===== src/rtl/fb_scan_reader_if.sv =====
// rtl/fb_scan_reader_if.sv - timing, swap handshake, BRAM read and pixel bus for the scan reader
interface fb_scan_reader_if #(
    parameter int AW = 17
);
    logic [10:0]   hcount_in;
    logic [9:0]    vcount_in;
    logic          hs_in;
    logic          vs_in;
    logic          ad_in;
    logic          nf_in;
    logic          swap_req_in;
    logic          swap_ack_out;
    logic          front_buf_out;
    logic [AW-1:0] rd_addr_out;
    logic [15:0]   rd_data_in;
    logic [23:0]   pixel_out;
    logic          hs_out;
    logic          vs_out;
    logic          ad_out;

    // Scan reader side
    modport slave (
        input  hcount_in, vcount_in, hs_in, vs_in, ad_in, nf_in, swap_req_in, rd_data_in,
        output swap_ack_out, front_buf_out, rd_addr_out, pixel_out, hs_out, vs_out, ad_out
    );

    // Timing generator / renderer / BRAM side
    modport master (
        output hcount_in, vcount_in, hs_in, vs_in, ad_in, nf_in, swap_req_in, rd_data_in,
        input  swap_ack_out, front_buf_out, rd_addr_out, pixel_out, hs_out, vs_out, ad_out
    );
endinterface


===== src/rtl/fb_scan_reader.sv =====
// rtl/fb_scan_reader.sv - double-buffered framebuffer scan-out with integer upscale and RGB565 expansion
module fb_scan_reader #(
    parameter int H_ACTIVE     = 1280,
    parameter int V_ACTIVE     = 720,
    parameter int SCALE_SHIFT  = 2,
    parameter int READ_LATENCY = 2
) (
    input  logic              clk_pixel_in,
    input  logic              rst_n_in,
    fb_scan_reader_if.slave   bus
);
    localparam int FB_W     = H_ACTIVE >> SCALE_SHIFT;
    localparam int FB_H     = V_ACTIVE >> SCALE_SHIFT;
    localparam int FB_WORDS = FB_W * FB_H;
    localparam int AW       = $clog2(2 * FB_WORDS);

    typedef enum logic [1:0] {
        S_IDLE,
        S_PENDING,
        S_ACK,
        S_WAIT_LOW
    } swap_state_t;

    swap_state_t r_state;
    logic        r_front_buf;
    logic        r_swap_ack;

    logic [AW-1:0]                 r_rd_addr;
    logic [READ_LATENCY:0][2:0]    r_ctl;      // {hs, vs, ad} per stage
    logic [23:0]                   r_pixel;
    logic                          r_hs_out;
    logic                          r_vs_out;
    logic                          r_ad_out;

    logic [AW-1:0] w_row;
    logic [AW-1:0] w_col;
    logic [AW-1:0] w_base;
    logic [AW-1:0] w_addr;
    logic [2:0]    w_ctl_aligned;
    logic [15:0]   w_rgb565;

    // Full-width address: buffer base plus downscaled row/column offset
    assign w_row  = AW'(bus.vcount_in >> SCALE_SHIFT);
    assign w_col  = AW'(bus.hcount_in >> SCALE_SHIFT);
    assign w_base = r_front_buf ? AW'(FB_WORDS) : '0;
    assign w_addr = bus.ad_in ? (w_base + w_row * AW'(FB_W) + w_col) : w_base;

    assign w_ctl_aligned = r_ctl[READ_LATENCY];
    assign w_rgb565      = bus.rd_data_in;

    // Stage 0: register the read address and the sync/active sideband
    always_ff @(posedge clk_pixel_in or negedge rst_n_in) begin
        if (!rst_n_in) begin
            r_rd_addr <= '0;
            r_ctl[0]  <= '0;
        end else begin
            r_rd_addr <= w_addr;
            r_ctl[0]  <= {bus.hs_in, bus.vs_in, bus.ad_in};
        end
    end

    // Stages 1..READ_LATENCY: delay sideband to line up with BRAM data
    always_ff @(posedge clk_pixel_in or negedge rst_n_in) begin
        if (!rst_n_in) begin
            for (int i = 1; i <= READ_LATENCY; i++) r_ctl[i] <= '0;
        end else begin
            for (int i = 1; i <= READ_LATENCY; i++) r_ctl[i] <= r_ctl[i-1];
        end
    end

    // Final stage: expand RGB565 by replicating high bits, blank outside active video
    always_ff @(posedge clk_pixel_in or negedge rst_n_in) begin
        if (!rst_n_in) begin
            r_pixel  <= '0;
            r_hs_out <= 1'b0;
            r_vs_out <= 1'b0;
            r_ad_out <= 1'b0;
        end else begin
            {r_hs_out, r_vs_out, r_ad_out} <= w_ctl_aligned;
            if (w_ctl_aligned[0]) begin
                r_pixel <= {w_rgb565[15:11], w_rgb565[15:13],
                            w_rgb565[10:5],  w_rgb565[10:9],
                            w_rgb565[4:0],   w_rgb565[4:2]};
            end else begin
                r_pixel <= '0;
            end
        end
    end

    // Swap FSM: buffers only exchange on a new-frame pulse, one swap per request
    always_ff @(posedge clk_pixel_in or negedge rst_n_in) begin
        if (!rst_n_in) begin
            r_state     <= S_IDLE;
            r_front_buf <= 1'b0;
            r_swap_ack  <= 1'b0;
        end else begin
            r_swap_ack <= 1'b0;
            case (r_state)
                S_IDLE: begin
                    if (bus.swap_req_in) begin
                        if (bus.nf_in) begin
                            r_front_buf <= ~r_front_buf;
                            r_swap_ack  <= 1'b1;
                            r_state     <= S_ACK;
                        end else begin
                            r_state <= S_PENDING;
                        end
                    end
                end
                S_PENDING: begin
                    if (!bus.swap_req_in) begin
                        r_state <= S_IDLE;
                    end else if (bus.nf_in) begin
                        r_front_buf <= ~r_front_buf;
                        r_swap_ack  <= 1'b1;
                        r_state     <= S_ACK;
                    end
                end
                S_ACK: begin
                    r_state <= bus.swap_req_in ? S_WAIT_LOW : S_IDLE;
                end
                S_WAIT_LOW: begin
                    if (!bus.swap_req_in) r_state <= S_IDLE;
                end
                default: r_state <= S_IDLE;
            endcase
        end
    end

    assign bus.rd_addr_out   = r_rd_addr;
    assign bus.pixel_out     = r_pixel;
    assign bus.hs_out        = r_hs_out;
    assign bus.vs_out        = r_vs_out;
    assign bus.ad_out        = r_ad_out;
    assign bus.swap_ack_out  = r_swap_ack;
    assign bus.front_buf_out = r_front_buf;
endmodule


===== src/flat_wrapper.sv =====
// flat-port wrapper written by rule: the top's interface ports become plain ports
module fb_scan_reader_flat 
#(
    parameter int H_ACTIVE     = 1280,
    parameter int V_ACTIVE     = 720,
    parameter int SCALE_SHIFT  = 2,
    parameter int READ_LATENCY = 2
)
  (clk_pixel_in, rst_n_in, bus_hcount_in, bus_vcount_in, bus_hs_in, bus_vs_in, bus_ad_in, bus_nf_in, bus_swap_req_in, bus_rd_data_in, bus_swap_ack_out, bus_front_buf_out, bus_rd_addr_out, bus_pixel_out, bus_hs_out, bus_vs_out, bus_ad_out);
  fb_scan_reader_if #(.AW((17))) bus_i ();
  input  logic clk_pixel_in;
  input  logic rst_n_in;
  input wire logic [$bits(bus_i.hcount_in)-1:0] bus_hcount_in;
  input wire logic [$bits(bus_i.vcount_in)-1:0] bus_vcount_in;
  input wire logic [$bits(bus_i.hs_in)-1:0] bus_hs_in;
  input wire logic [$bits(bus_i.vs_in)-1:0] bus_vs_in;
  input wire logic [$bits(bus_i.ad_in)-1:0] bus_ad_in;
  input wire logic [$bits(bus_i.nf_in)-1:0] bus_nf_in;
  input wire logic [$bits(bus_i.swap_req_in)-1:0] bus_swap_req_in;
  input wire logic [$bits(bus_i.rd_data_in)-1:0] bus_rd_data_in;
  output wire logic [$bits(bus_i.swap_ack_out)-1:0] bus_swap_ack_out;
  output wire logic [$bits(bus_i.front_buf_out)-1:0] bus_front_buf_out;
  output wire logic [$bits(bus_i.rd_addr_out)-1:0] bus_rd_addr_out;
  output wire logic [$bits(bus_i.pixel_out)-1:0] bus_pixel_out;
  output wire logic [$bits(bus_i.hs_out)-1:0] bus_hs_out;
  output wire logic [$bits(bus_i.vs_out)-1:0] bus_vs_out;
  output wire logic [$bits(bus_i.ad_out)-1:0] bus_ad_out;
  assign bus_i.hcount_in = bus_hcount_in;
  assign bus_i.vcount_in = bus_vcount_in;
  assign bus_i.hs_in = bus_hs_in;
  assign bus_i.vs_in = bus_vs_in;
  assign bus_i.ad_in = bus_ad_in;
  assign bus_i.nf_in = bus_nf_in;
  assign bus_i.swap_req_in = bus_swap_req_in;
  assign bus_i.rd_data_in = bus_rd_data_in;
  assign bus_swap_ack_out = bus_i.swap_ack_out;
  assign bus_front_buf_out = bus_i.front_buf_out;
  assign bus_rd_addr_out = bus_i.rd_addr_out;
  assign bus_pixel_out = bus_i.pixel_out;
  assign bus_hs_out = bus_i.hs_out;
  assign bus_vs_out = bus_i.vs_out;
  assign bus_ad_out = bus_i.ad_out;
  fb_scan_reader #(.H_ACTIVE(H_ACTIVE), .V_ACTIVE(V_ACTIVE), .SCALE_SHIFT(SCALE_SHIFT), .READ_LATENCY(READ_LATENCY)) u_core (.clk_pixel_in(clk_pixel_in), .rst_n_in(rst_n_in), .bus(bus_i));
endmodule

===== config.mk =====
export PLATFORM = sky130hd
export DESIGN_NAME = fb_scan_reader_flat
export DESIGN_NICKNAME = d
export VERILOG_FILES = /design/src/rtl/fb_scan_reader_if.sv /design/src/rtl/fb_scan_reader.sv /design/src/flat_wrapper.sv
export SDC_FILE = /design/constraint.sdc
export NUM_CORES = 1
export LEC_CHECK = 0
export ABC_AREA = 0
export CAP_MARGIN = 15
export CORE_ASPECT_RATIO = 1.5
export CORE_UTILIZATION = 30
export CTS_CLUSTER_SIZE = 24
export DETAILED_ROUTE_END_ITERATION = 12
export HOLD_SLACK_MARGIN = 0.06
export PLACE_DENSITY = 0.63
export SETUP_SLACK_MARGIN = 0.5
export SYNTH_ARGS = -nofsm -noshare
export SYNTH_HDL_FRONTEND = slang
export SYNTH_SLANG_ARGS = --single-unit

===== constraint.sdc =====
create_clock -name clk_pixel_in -period 2.86 [get_ports clk_pixel_in]
set_input_delay 0.286 -clock clk_pixel_in [delete_from_list [all_inputs] [get_ports clk_pixel_in]]
set_output_delay 0.286 -clock clk_pixel_in [all_outputs]
set_load 0.1 [all_outputs]

Word level (Yosys, flattened, before mapping)
Index checks and enable logic that the tools add are counted.
{ "op_classes": {"bitwise_logic": 1, "n_eq_ne": 6, "mul": 1, "muxes": 13, "addsub": 2, "reduce_logical": 4} }
{ "op_table": {"columns": ["op", "n"], "rows": [
  ["two-way mux 24 bit", 1],
  ["adder 17 bit", 1],
  ["adder 17 x 9 -> 17 bit", 1],
  ["two-way mux 17 bit", 1],
  ["two-way mux 16 bit", 1],
  ["two-way mux 2 bit", 6],
  ["multiplier 8 x 3 -> 11 bit, second input constant", 1],
  ["case mux 2 bit (4 select lines)", 1],
  ["AND reduction 3 bit", 2],
  ["== test 2 bit, second input constant", 2],
  ["!= test 2 bit, second input constant", 2],
  ["two-way mux 1 bit", 3],
  ["!= test 3 bit, second input constant", 1],
  ["== test 2 x 1 -> 1 bit, second input constant", 1],
  ["zero test 2 bit", 1],
  ["OR reduction 2 bit", 1],
  ["NOT 1 bit", 1]
]} }
{ "word_totals": {"in_bits": 44, "wordCells": 38, "register_bits": 57} }

Depth between registers and ports, before layout
Gate-level depths: netlist of run 1.
{ "logic_depth": {"ltp_word": 4, "ltp_mapped": 15, "ltp_nobuf": 15} }

Worst setup path before layout of run 1
Ideal clock, no wire load.
{ "synth_path": {"path_type": "in2reg", "from": "input port bus_vcount_in[3]", "to": "register u_core.r_rd_addr[16] (netlist: u_core.bus.rd_addr_out[16])", "required_time_ns": 2.741, "arrival_ns": 3.203, "n_path_buf": 0, "setup_ns": 0.119, "setup_slack_ns": -0.462, "path_stages": 14, "cell_sequence": "ha_1 > ha_1 > fa_1 > a21o_2 > a21oi_1 > o21bai_1 > a21oi_1 > xnor2_1 > ha_1 > ha_1 > a21o_1 > a21oi_1 > xor3_1 > and2_1"} }
{ "synth_between": {"elab_chain_cells": 4} }
{ "synth_rtl": {"columns": ["element", "line", "text"], "rows": [
  ["from (decl)", "flat_wrapper.sv:14", "input wire logic [$bits(bus_i.vcount_in)-1:0] bus_vcount_in;"],
  ["multiplier 8 x 3 -> 11 bit", "fb_scan_reader.sv:46", "assign w_addr = bus.ad_in ? (w_base + w_row * AW'(FB_W) + w_col) : w_base;"],
  ["adder 17 bit", "fb_scan_reader.sv:46", null],
  ["adder 17 x 9 -> 17 bit", "fb_scan_reader.sv:46", null],
  ["two-way mux 17 bit", "fb_scan_reader.sv:46", null],
  ["net u_core.w_addr[16]", "fb_scan_reader.sv:38", "logic [AW-1:0] w_addr;"],
  ["to (signal assigned)", "fb_scan_reader.sv:57", "r_rd_addr <= w_addr;"],
  ["to (decl)", "fb_scan_reader.sv:28", "logic [AW-1:0] r_rd_addr;"]
]} }
The timed path passes the listed nets, and every way through them passes these cells.
A chain may end at the register's enable or synchronous reset.

Worst setup path in the final report of run 1
Ends and elaborated chain as after synthesis.

==> results_dict.tcl, run 1 <==
set metrics [dict create \
    ys_types 31 \
    start_util_pct 31.3 \
    layout_common_cells "buf_4, dfrtp_1, clkdlybuf4s50_1" \
    dpl-instance-area_um2 3150 \
    clkPwrFrac_pct 21.0 \
    maxCapViolCount 0 \
    hpwlAfterDp_um 3240 \
    async_flop_share_pct 100 \
    grt_overflow 0 \
    critPathLaunch "bus_vcount_in[3]" \
    violations "setup timing" \
    antenna_cells 0 \
    dp_slack_ps -811 \
    antenna_found_initial 0 \
    wl_um 4380 \
    insertion_delay_ps 300 \
    die_x_um 71.5 \
    synth_top_area_cell "dfrtp_1" \
    synth.avg_cell_area_um2 12.9 \
    place_inst 341 \
    grt_start_max_net_pins 43 \
    clk_pin_slew_ps 90 \
    io_buffers 85 \
    synth_ff_type "dfrtp_1" \
    core_um2 6940 \
    setup_viol 1 \
    synth_area_um2 2170 \
    avgRoutedWirePerCell_um 12.3 \
    combPwrFrac_pct 53.0 \
    fin_crit_sh_pct 100 \
    required_ps 3050 \
    grt_first_pass_wirelength_um 7310 \
    start_kind "primary input" \
    place.gp.congestion 0.724 \
    cts-root-buf "clkbuf_8" \
    vias_per_cell 4.35 \
    worst_slew_pin_slew_ps 891 \
    p_sw_mw 1.29 \
    crit_type "in2reg" \
    ys.warnings.count 0 \
    power_density_nw_per_um2 890 \
    drc 0 \
    achievable-frequency_mhz 349 \
    grt_use_total_pct 12.5 \
    r2r_start "u_core.bus.front_buf_out" \
    maxSlewViolCount 0 \
    rsz0062_at_grt "true" \
    die_area_um2 7600 \
    final_common_cell "buf_4" \
    p_leak_nw 1.69 \
    fin_area_um2 3490 \
    final_antenna_net_count 0 \
    final_util_pct 50.2 \
    hold_viol 0 \
    synth_fp_nets 237 \
    h-tree-depth 2 \
    clock-sinks 48 \
    synth_top_area_share_pct 55.3 \
    sw_frac_of_total_pct 41.4 \
    nNetsFinal 345 \
    min_path_type "in2async" \
    area_delta_synth_final_pct 60.5 \
    relSlewSlack_pct 40.6 \
    cts_tree "built" \
    first_pass_iters 4 \
    power_frac_seq_pct 26.0 \
    synthCells 168 \
    cts_buffers 5 \
    die_h_um 106 \
    final_cells 355 \
    endpoint_kind "flop" \
    finalSetupTns_ps -8.32 \
    final.setup.worst_slack_ps -8.32 \
    ys_seq_area_share_pct 55.3 \
    clk_path_buf_depth 2 \
    synth-edff-count 0 \
    drive_gt1_share_pct 41.9 \
    ios 90 \
    grt_pass1_vias 1643 \
    cp_max_fo 3 \
    row_count 37 \
    drtIter0Drc 20 \
    skew_ps 7.40 \
    status "finished, violations left" \
    synth_seq_cells 48 \
    power.internal_mw 1.82 \
    worst_ep_arrival_time_ps 3060 \
    irDropWorstVdd_mv 0.312 \
    synth_area_leaders "dfrtp_1, ha_1, and2_1" \
    period_needed_ps 2870 \
    vias 1544 \
]
worst paths after layout:
path / end / slack (ps) / depth (start not counted)
hold / removal: u_core.bus.rd_addr_out[1] / 110 / 1
setup reg to reg: u_core.bus.rd_addr_out[15] / 400 / 9
min in group clk_pixel_in: u_core.bus.hs_out / 350 / 0
hold reg to reg: u_core.bus.hs_out / 350 / 0
setup / recovery: u_core.bus.rd_addr_out[16] / -8 / 16
max in group asynchronous: u_core.bus.front_buf_out / 2100 / 1
per-stage QoR:
step | power, mW | hold WS (ps)
after floorplan | 1.88 | -9.59
after global placement | 2.28 | 333
after detailed placement | 2.30 | 336
after CTS | 3.07 | 133
after global routing | 3.27 | 173
final | 3.11 | 111
cells by family after synthesis:
family / synth area share [%]
buffers and inverters: 4.66
AO/OA/AOI/OAI: 6.10
adder cells (fa/ha/maj): 15.4
flip-flops: 55.3
XOR/XNOR: 5.87
AND/OR/NAND/NOR: 12.2
multiplexers: 0.461
synthesized netlist by cell type (all sizes together), types with 2 or more instances:
library cell,instances
o21ai,2
nor2,4
a21oi,9
and3,2
nand2,3
nand4,2
ha,22
fa,3
buf,9
a21o,6
clkbuf,2
xor2,5
and2,28
inv,7
dfrtp,48
xnor2,6
sequential cells by signal (all words and copies together), names as in the netlist:
signal and cells:
u_core.r_ctl 6, u_core.bus.rd_addr_out 17, u_core.bus.pixel_out 16, u_core.bus.front_buf_out 1
u_core.bus.hs_out 1, u_core.r_state 1, u_core.w_ctl_aligned 3, u_core.bus.vs_out 1
u_core.bus.ad_out 1, u_core.bus.swap_ack_out 1
layout make-up:
cell class,count,area (um2)
clock inverters,3,90.1
flip-flops and latches,48,1200
inverters,7,31.3
well taps,78,97.6
multi-input cells,102,1070
clock buffers,5,68.8
fillers,619,3460
repair buffers,112,930
critical path, stage by stage:
cell and delay, ps:
buf_8 100, ha_4 230, ha_4 150, fa_2 330, a21o_2 200, a21oi_2 150, o21bai_1 90, a21oi_1 150
xnor2_1 140, ha_1 280, ha_4 300, nand3_2 70, nor3_2 150, a21oi_2 80, xor3_1 170, and2_1 160
routing by layer:
layer  vias to the layer above  GRT usage, %  part of all wire, %
li1                        764             -                    -
met1                       703          13.0                   38
met2                        70          23.4                   53
met3                         7          2.94                  6.6
met4                         0          5.04                  2.0
met5                         -             0                    0
timing repair:
action | 4_1_cts | 5_1_grt
endpoints found under the setup margin | 7 | 5
pin swaps | 22 | 7
hold buffers | 0 | 0
setup buffers | 3 | 3
gates resized for setup | 46 | 2
power groups by stage:
stage / logic [mW] / clock network [mW] / registers (mW)
floorplan: 0.476 / 0 / 1.40
global placement: 1.45 / 0 / 0.824
detailed placement: 1.47 / 0 / 0.827
CTS: 1.58 / 0.672 / 0.817
global route: 1.75 / 0.703 / 0.816
finish: 1.65 / 0.652 / 0.807
Note: power is estimated with default switching activity, not from simulation.
==> run 2, diff against run 1 <==
--- a/config.mk
+++ b/config.mk
@@ -13,7 +13,9 @@
 export DETAILED_ROUTE_END_ITERATION = 12
 export HOLD_SLACK_MARGIN = 0.06
 export PLACE_DENSITY = 0.63
+export REMOVE_ABC_BUFFERS = 1
 export SETUP_SLACK_MARGIN = 0.5
 export SYNTH_ARGS = -nofsm -noshare
 export SYNTH_HDL_FRONTEND = slang
 export SYNTH_SLANG_ARGS = --single-unit
+export TNS_END_PERCENT = 5
==> constraint.sdc (replaced) <==
create_clock -name clk_pixel_in -period 2.9 [get_ports clk_pixel_in]
set_input_delay 0.29 -clock clk_pixel_in [delete_from_list [all_inputs] [get_ports clk_pixel_in]]
set_output_delay 0.29 -clock clk_pixel_in [all_outputs]
set_load 0.1 [all_outputs]
==> run 2 against run 1 <==
Effect of this change:
- the run still ends with setup timing left
- design area fell by 2.1%
- final cell count stayed put
- global-route usage up 0.37 points
- critical path depth is 1 lower
- via count grew 3.0%
- register-to-register slack gained 60 ps
- sequential cell count stayed put
- sequential power shrank 2.7%
==> results_dict.tcl, run 2 (same netlist as run 1, synthesis figures left out) <==
set metrics [dict create \
    first_pass_iters 6 \
    maxSlewViolCount 0 \
    final_antenna_net_count 0 \
    hpwlAfterDp_um 3340 \
    vias_per_cell 4.48 \
    h-tree-depth 2 \
    antenna_cells 0 \
    relSlewSlack_pct 59.5 \
    r2r_cells 9 \
    crit_type "in2reg" \
    reg2reg_to "u_core.bus.rd_addr_out[15]" \
    nNetsFinal 345 \
    hold_viol 0 \
    final.setup.worst_slack_ps -13.3 \
    drtIter0Drc 34 \
    hold_end "u_core.bus.vs_out" \
    largest_register_ff_count 17 \
    start_util_pct 31.3 \
    maxCapViolCount 0 \
    grt_start_max_net_pins 49 \
    die_area_um2 7600 \
    final_common_cell "buf_4" \
    worst_ep_arrival_time_ps 3100 \
    cts_tree "built" \
    ff2ff_setup_slack_ps 460 \
    cp_max_fo 3 \
    place.gp.congestion 0.716 \
    dp_slack_ps -1030 \
    hp-start "u_core.w_ctl_aligned[1]" \
    r2r_start "u_core.bus.front_buf_out" \
    violations "setup timing" \
    drive_gt1_share_pct 40.4 \
    grt_overflow 0 \
    row_count 37 \
    status "finished, violations left" \
    clk_pin_slew_ps 80 \
    p_leak_nw 1.68 \
    fin_crit_sh_pct 100 \
    irDropWorstVdd_mv 0.306 \
    clk_path_buf_depth 2 \
    cts-root-buf "clkbuf_8" \
    grt_use_total_pct 12.8 \
    grt_first_pass_wirelength_um 7510 \
    endpoint_kind "flop" \
    setup_viol 1 \
    ios 90 \
    die_x_um 71.5 \
    final_util_pct 49.2 \
    area_delta_synth_final_pct 57.1 \
    min_path_type "reg2reg" \
    worst_slew_pin_slew_ps 606 \
    clock-sinks 48 \
    required_ps 3090 \
    cts_buffers 5 \
    insertion_delay_ps 290 \
    antenna_found_initial 0 \
    skew_ps 3.32 \
    start_kind "primary input" \
    wl_um 4470 \
    period_needed_ps 2910 \
    drc 0 \
    achievable-frequency_mhz 343 \
    grt_pass1_vias 1595 \
    layout_common_cells "buf_4, dfrtp_1, clkdlybuf4s50_1" \
    power_density_nw_per_um2 829 \
    avgRoutedWirePerCell_um 12.6 \
    worstHoldPathCells 0 \
    io_buffers 85 \
    rsz0062_at_grt "true" \
    vias 1591 \
    die_h_um 106 \
    core_um2 6940 \
]
-- run 2: worst max-delay path, stage by stage --
cell	delay, ps
buf_8	100
ha_4	240
ha_4	160
fa_2	330
a21o_2	200
a21oi_2	170
o21bai_1	80
a21oi_1	170
xnor2_1	150
ha_1	290
ha_4	270
a21o_1	170
a21oi_2	100
xor3_1	220
and2_1	160
-- run 2: what timing repair did --
action | CTS | global route
resized for setup | 44 | 11
hold endpoints to repair | 0 | 12
pin swaps | 18 | 15
setup buffers | 3 | 0
gates cloned | 0 | 0
setup endpoints to repair | 7 | 6
hold buffers | 0 | 1
-- run 2: cell type report --
type | count | area [um2]
fill | 623 | 3530
clock inverter | 2 | 35.0
multi-input combinational | 102 | 1040
inverter | 7 | 26.3
sequential | 48 | 1200
clock buffer | 6 | 72.6
timing repair buffer | 112 | 946
tap | 78 | 97.6
-- run 2: where the power goes --
part | switching, mW | internal (mW)
Clock | 0.203 | 0.256
Combinational | 1.01 | 0.573
Sequential | 0.0311 | 0.754
Total | 1.25 | 1.58
-- run 2: per-layer routing --
metal | vias up | share of wire, % | routed length [um] | GRT usage [%]
met5 | - | 0 | 0 | 0
met4 | 0 | 2.1 | 95 | 5.88
met3 | 8 | 7.0 | 314 | 1.71
met2 | 72 | 52 | 2340 | 23.4
met1 | 748 | 39 | 1720 | 14.6
li1 | 763 | - | - | -
-- run 2: how the worst max path moves through the flow --
stage | from | end | slack (ps)
floorplan | bus_vcount_in[3] | u_core.bus.rd_addr_out[16] | -430
global placement | bus_vcount_in[3] | u_core.bus.rd_addr_out[16] | -960
detailed placement | bus_vcount_in[3] | u_core.bus.rd_addr_out[16] | -1030
CTS | bus_vcount_in[5] | u_core.bus.rd_addr_out[16] | -200
global route | bus_vcount_in[5] | u_core.bus.rd_addr_out[16] | -120
finish | bus_vcount_in[5] | u_core.bus.rd_addr_out[16] | -10
-- run 2: metrics by stage --
stage / std cells / hold WS (ps) / TNS (ps) / instance area [um2] / power, mW
after floorplan: 157 / -5.59 / -1300 / 2100 / 1.79
after global placement: 342 / 334 / -2380 / 3090 / 2.23
after detailed placement: 342 / 337 / -2520 / 3090 / 2.24
after CTS: 353 / 189 / -205 / 3340 / 2.82
after global routing: 355 / 365 / -134 / 3410 / 2.99
final: 355 / 354 / -13.3 / 3410 / 2.83
==> run 3, diff against run 2 <==
--- a/config.mk
+++ b/config.mk
@@ -8,11 +8,12 @@
 export ABC_AREA = 0
 export CAP_MARGIN = 15
 export CORE_ASPECT_RATIO = 1.5
-export CORE_UTILIZATION = 30
+export CORE_UTILIZATION = 44
+export CTS_BUF_LIST = sky130_fd_sc_hd__clkbuf_4
 export CTS_CLUSTER_SIZE = 24
 export DETAILED_ROUTE_END_ITERATION = 12
 export HOLD_SLACK_MARGIN = 0.06
-export PLACE_DENSITY = 0.63
+export PLACE_DENSITY = 0.85
 export REMOVE_ABC_BUFFERS = 1
 export SETUP_SLACK_MARGIN = 0.5
 export SYNTH_ARGS = -nofsm -noshare
==> run 3 against run 2 <==
Effect of this change:
- the flow now finishes without violations
- core utilization is 22 points higher
- count of clock-buffer cells in the layout decreased by 1
- power shrank 0.66%
- first-iteration DRC count stayed put
==> results_dict.tcl, run 3 (same netlist as run 1, synthesis figures left out) <==
set metrics [dict create \
    clk_path_buf_depth 2 \
    wl_um 4690 \
    whs_ps 83.2 \
    worst_ep_arrival_time_ps 3110 \
    avgRoutedWirePerCell_um 13.7 \
    fin_area_um2 3400 \
    relSlewSlack_pct 33.4 \
    maxUsedRoutingLayer "met4" \
    num-fill-cells 353 \
    die_area_um2 5230 \
    wl_met2_um 2590 \
    largest_register_ff_count 17 \
    final_antenna_net_count 0 \
    grt_start_max_net_pins 49 \
    min_path_type "in2async" \
    area_delta_synth_final_pct 56.4 \
    slowest_delay_ps 340 \
    required_ps 3150 \
    antenna_found_initial 0 \
    die_h_um 88.1 \
    grt_use_total_pct 19.6 \
    rsz0062_at_grt "true" \
    row_count 31 \
    critPathLaunch "bus_vcount_in[5]" \
    worst_slew_pin_slew_ps 999 \
    cts_tree "built" \
    status "finished clean" \
    insertion_delay_ps 340 \
    grt_pass1_vias 1652 \
    grt_overflow 0 \
    grt_first_pass_wirelength_um 7470 \
    endpoint_kind "flop" \
    final_cells 343 \
    dpl-instance-area_um2 3080 \
    hold_viol 0 \
    place_inst 330 \
    antenna_cells 0 \
    final-seq-area_um2 1200 \
    setup_viol 0 \
    crit_buf_inv 1 \
    hpwlAfterDp_um 3400 \
    drtIter0Drc 34 \
    vias_per_cell 4.64 \
    h-tree-depth 2 \
    cp_top_family "adder cells" \
    cp_max_fo 3 \
    maxCapViolCount 0 \
    vias 1593 \
    fin_crit_sh_pct 98.7 \
    p_leak_nw 1.67 \
    core_um2 4770 \
    drive_gt1_share_pct 41.9 \
    crit_top_cell "ha_4" \
    path_cells "buf_8 > ha_4 > ha_4 > fa_2 > a21o_4 > a21oi_4 > o21bai_2 > a21oi_2 > xnor2_1 > ha_1 > ha_4 > a21o_1 > a21oi_2 > xor3_1 > and2_4" \
    wl_met1_um 1610 \
    maxSlewViolCount 0 \
    met3_length_um 403 \
    nNetsFinal 345 \
    crit_slowest_cell "fa_2" \
    period_needed_ps 2860 \
    skew_ps 6.81 \
    cts-root-buf "clkbuf_4" \
    start_util_pct 45.6 \
    power_density_nw_per_um2 827 \
    irDropWorstVdd_mv 0.400 \
    final_util_pct 71.3 \
    first_pass_iters 4 \
    layout_common_cells "buf_4, dfrtp_1, clkdlybuf4s50_1" \
    cts_buffers 5 \
    finalSetupTns_ps 0 \
    ios 90 \
    clock-sinks 48 \
    multi_input_area_um2 1090 \
    start_kind "primary input" \
    place.gp.congestion 0.726 \
    clk_pin_slew_ps 130 \
    die_x_um 59.4 \
    drc 0 \
    ff2ff_setup_slack_ps 400 \
    r2r_start "u_core.bus.front_buf_out" \
    ctsHoldBuffers 0 \
    io_buffers 85 \
    final_common_cell "buf_4" \
    crit_type "in2reg" \
    achievable-frequency_mhz 350 \
]
==> run 3: path summary, 6_finish.rpt <==
kind	end	cells after the start
setup / recovery	u_core.bus.rd_addr_out[16]	15
hold reg to reg	u_core.bus.hs_out	0
min in group clk_pixel_in	u_core.bus.hs_out	0
max in group asynchronous	u_core.bus.pixel_out[13]	1
hold / removal	u_core.bus.pixel_out[20]	1
setup reg to reg	u_core.bus.rd_addr_out[15]	9
==> run 3: where the power goes <==
part	internal [mW]	switching, mW	total, mW
sequential	0.753	0.0288	0.782
combinational	0.605	1.05	1.65
clock	0.180	0.197	0.377
==> run 3: worst register-to-register path, cell delays in order, from the launching register on <==
cell	delay [ps]
dfrtp_1	380
inv_2	70
fa_1	500
inv_2	50
fa_1	460
a21o_1	210
and3_2	220
a41oi_1	230
xor2_1	170
mux2i_1	90
==> run 3: final cells by class <==
type / count / share of cell area [%]
sequential: 48 / 35.3
multi-input combinational: 102 / 32.0
clock inverter: 3 / 1.25
tap: 66 / 2.43
inverter: 7 / 0.773
timing repair buffer: 112 / 27.1
clock buffer: 5 / 1.10
==> run 3: stage by stage <==
step                worst slack, ps  total power [mW]
finish                         39.0              2.81
global placement               -985              2.23
floorplan                      -426              1.79
global route                  -57.9              2.95
CTS                           -30.3              2.76
detailed placement            -1130              2.26
==> run 3: repair_timing <==
item / 4_1_cts / 5_1_grt
pin swaps: 19 / 11
resized for setup: 50 / 8
endpoints found under the setup margin: 7 / 5
setup buffers: 3 / 2
gates cloned: 0 / 0
==> run 3: metal layers <==
layer  vias to the layer above  GRT usage, %
met1                       741          19.6
met3                         7          5.02
met4                         0          8.01
met2                        80          37.3
li1                        765             -
met5                         -             0
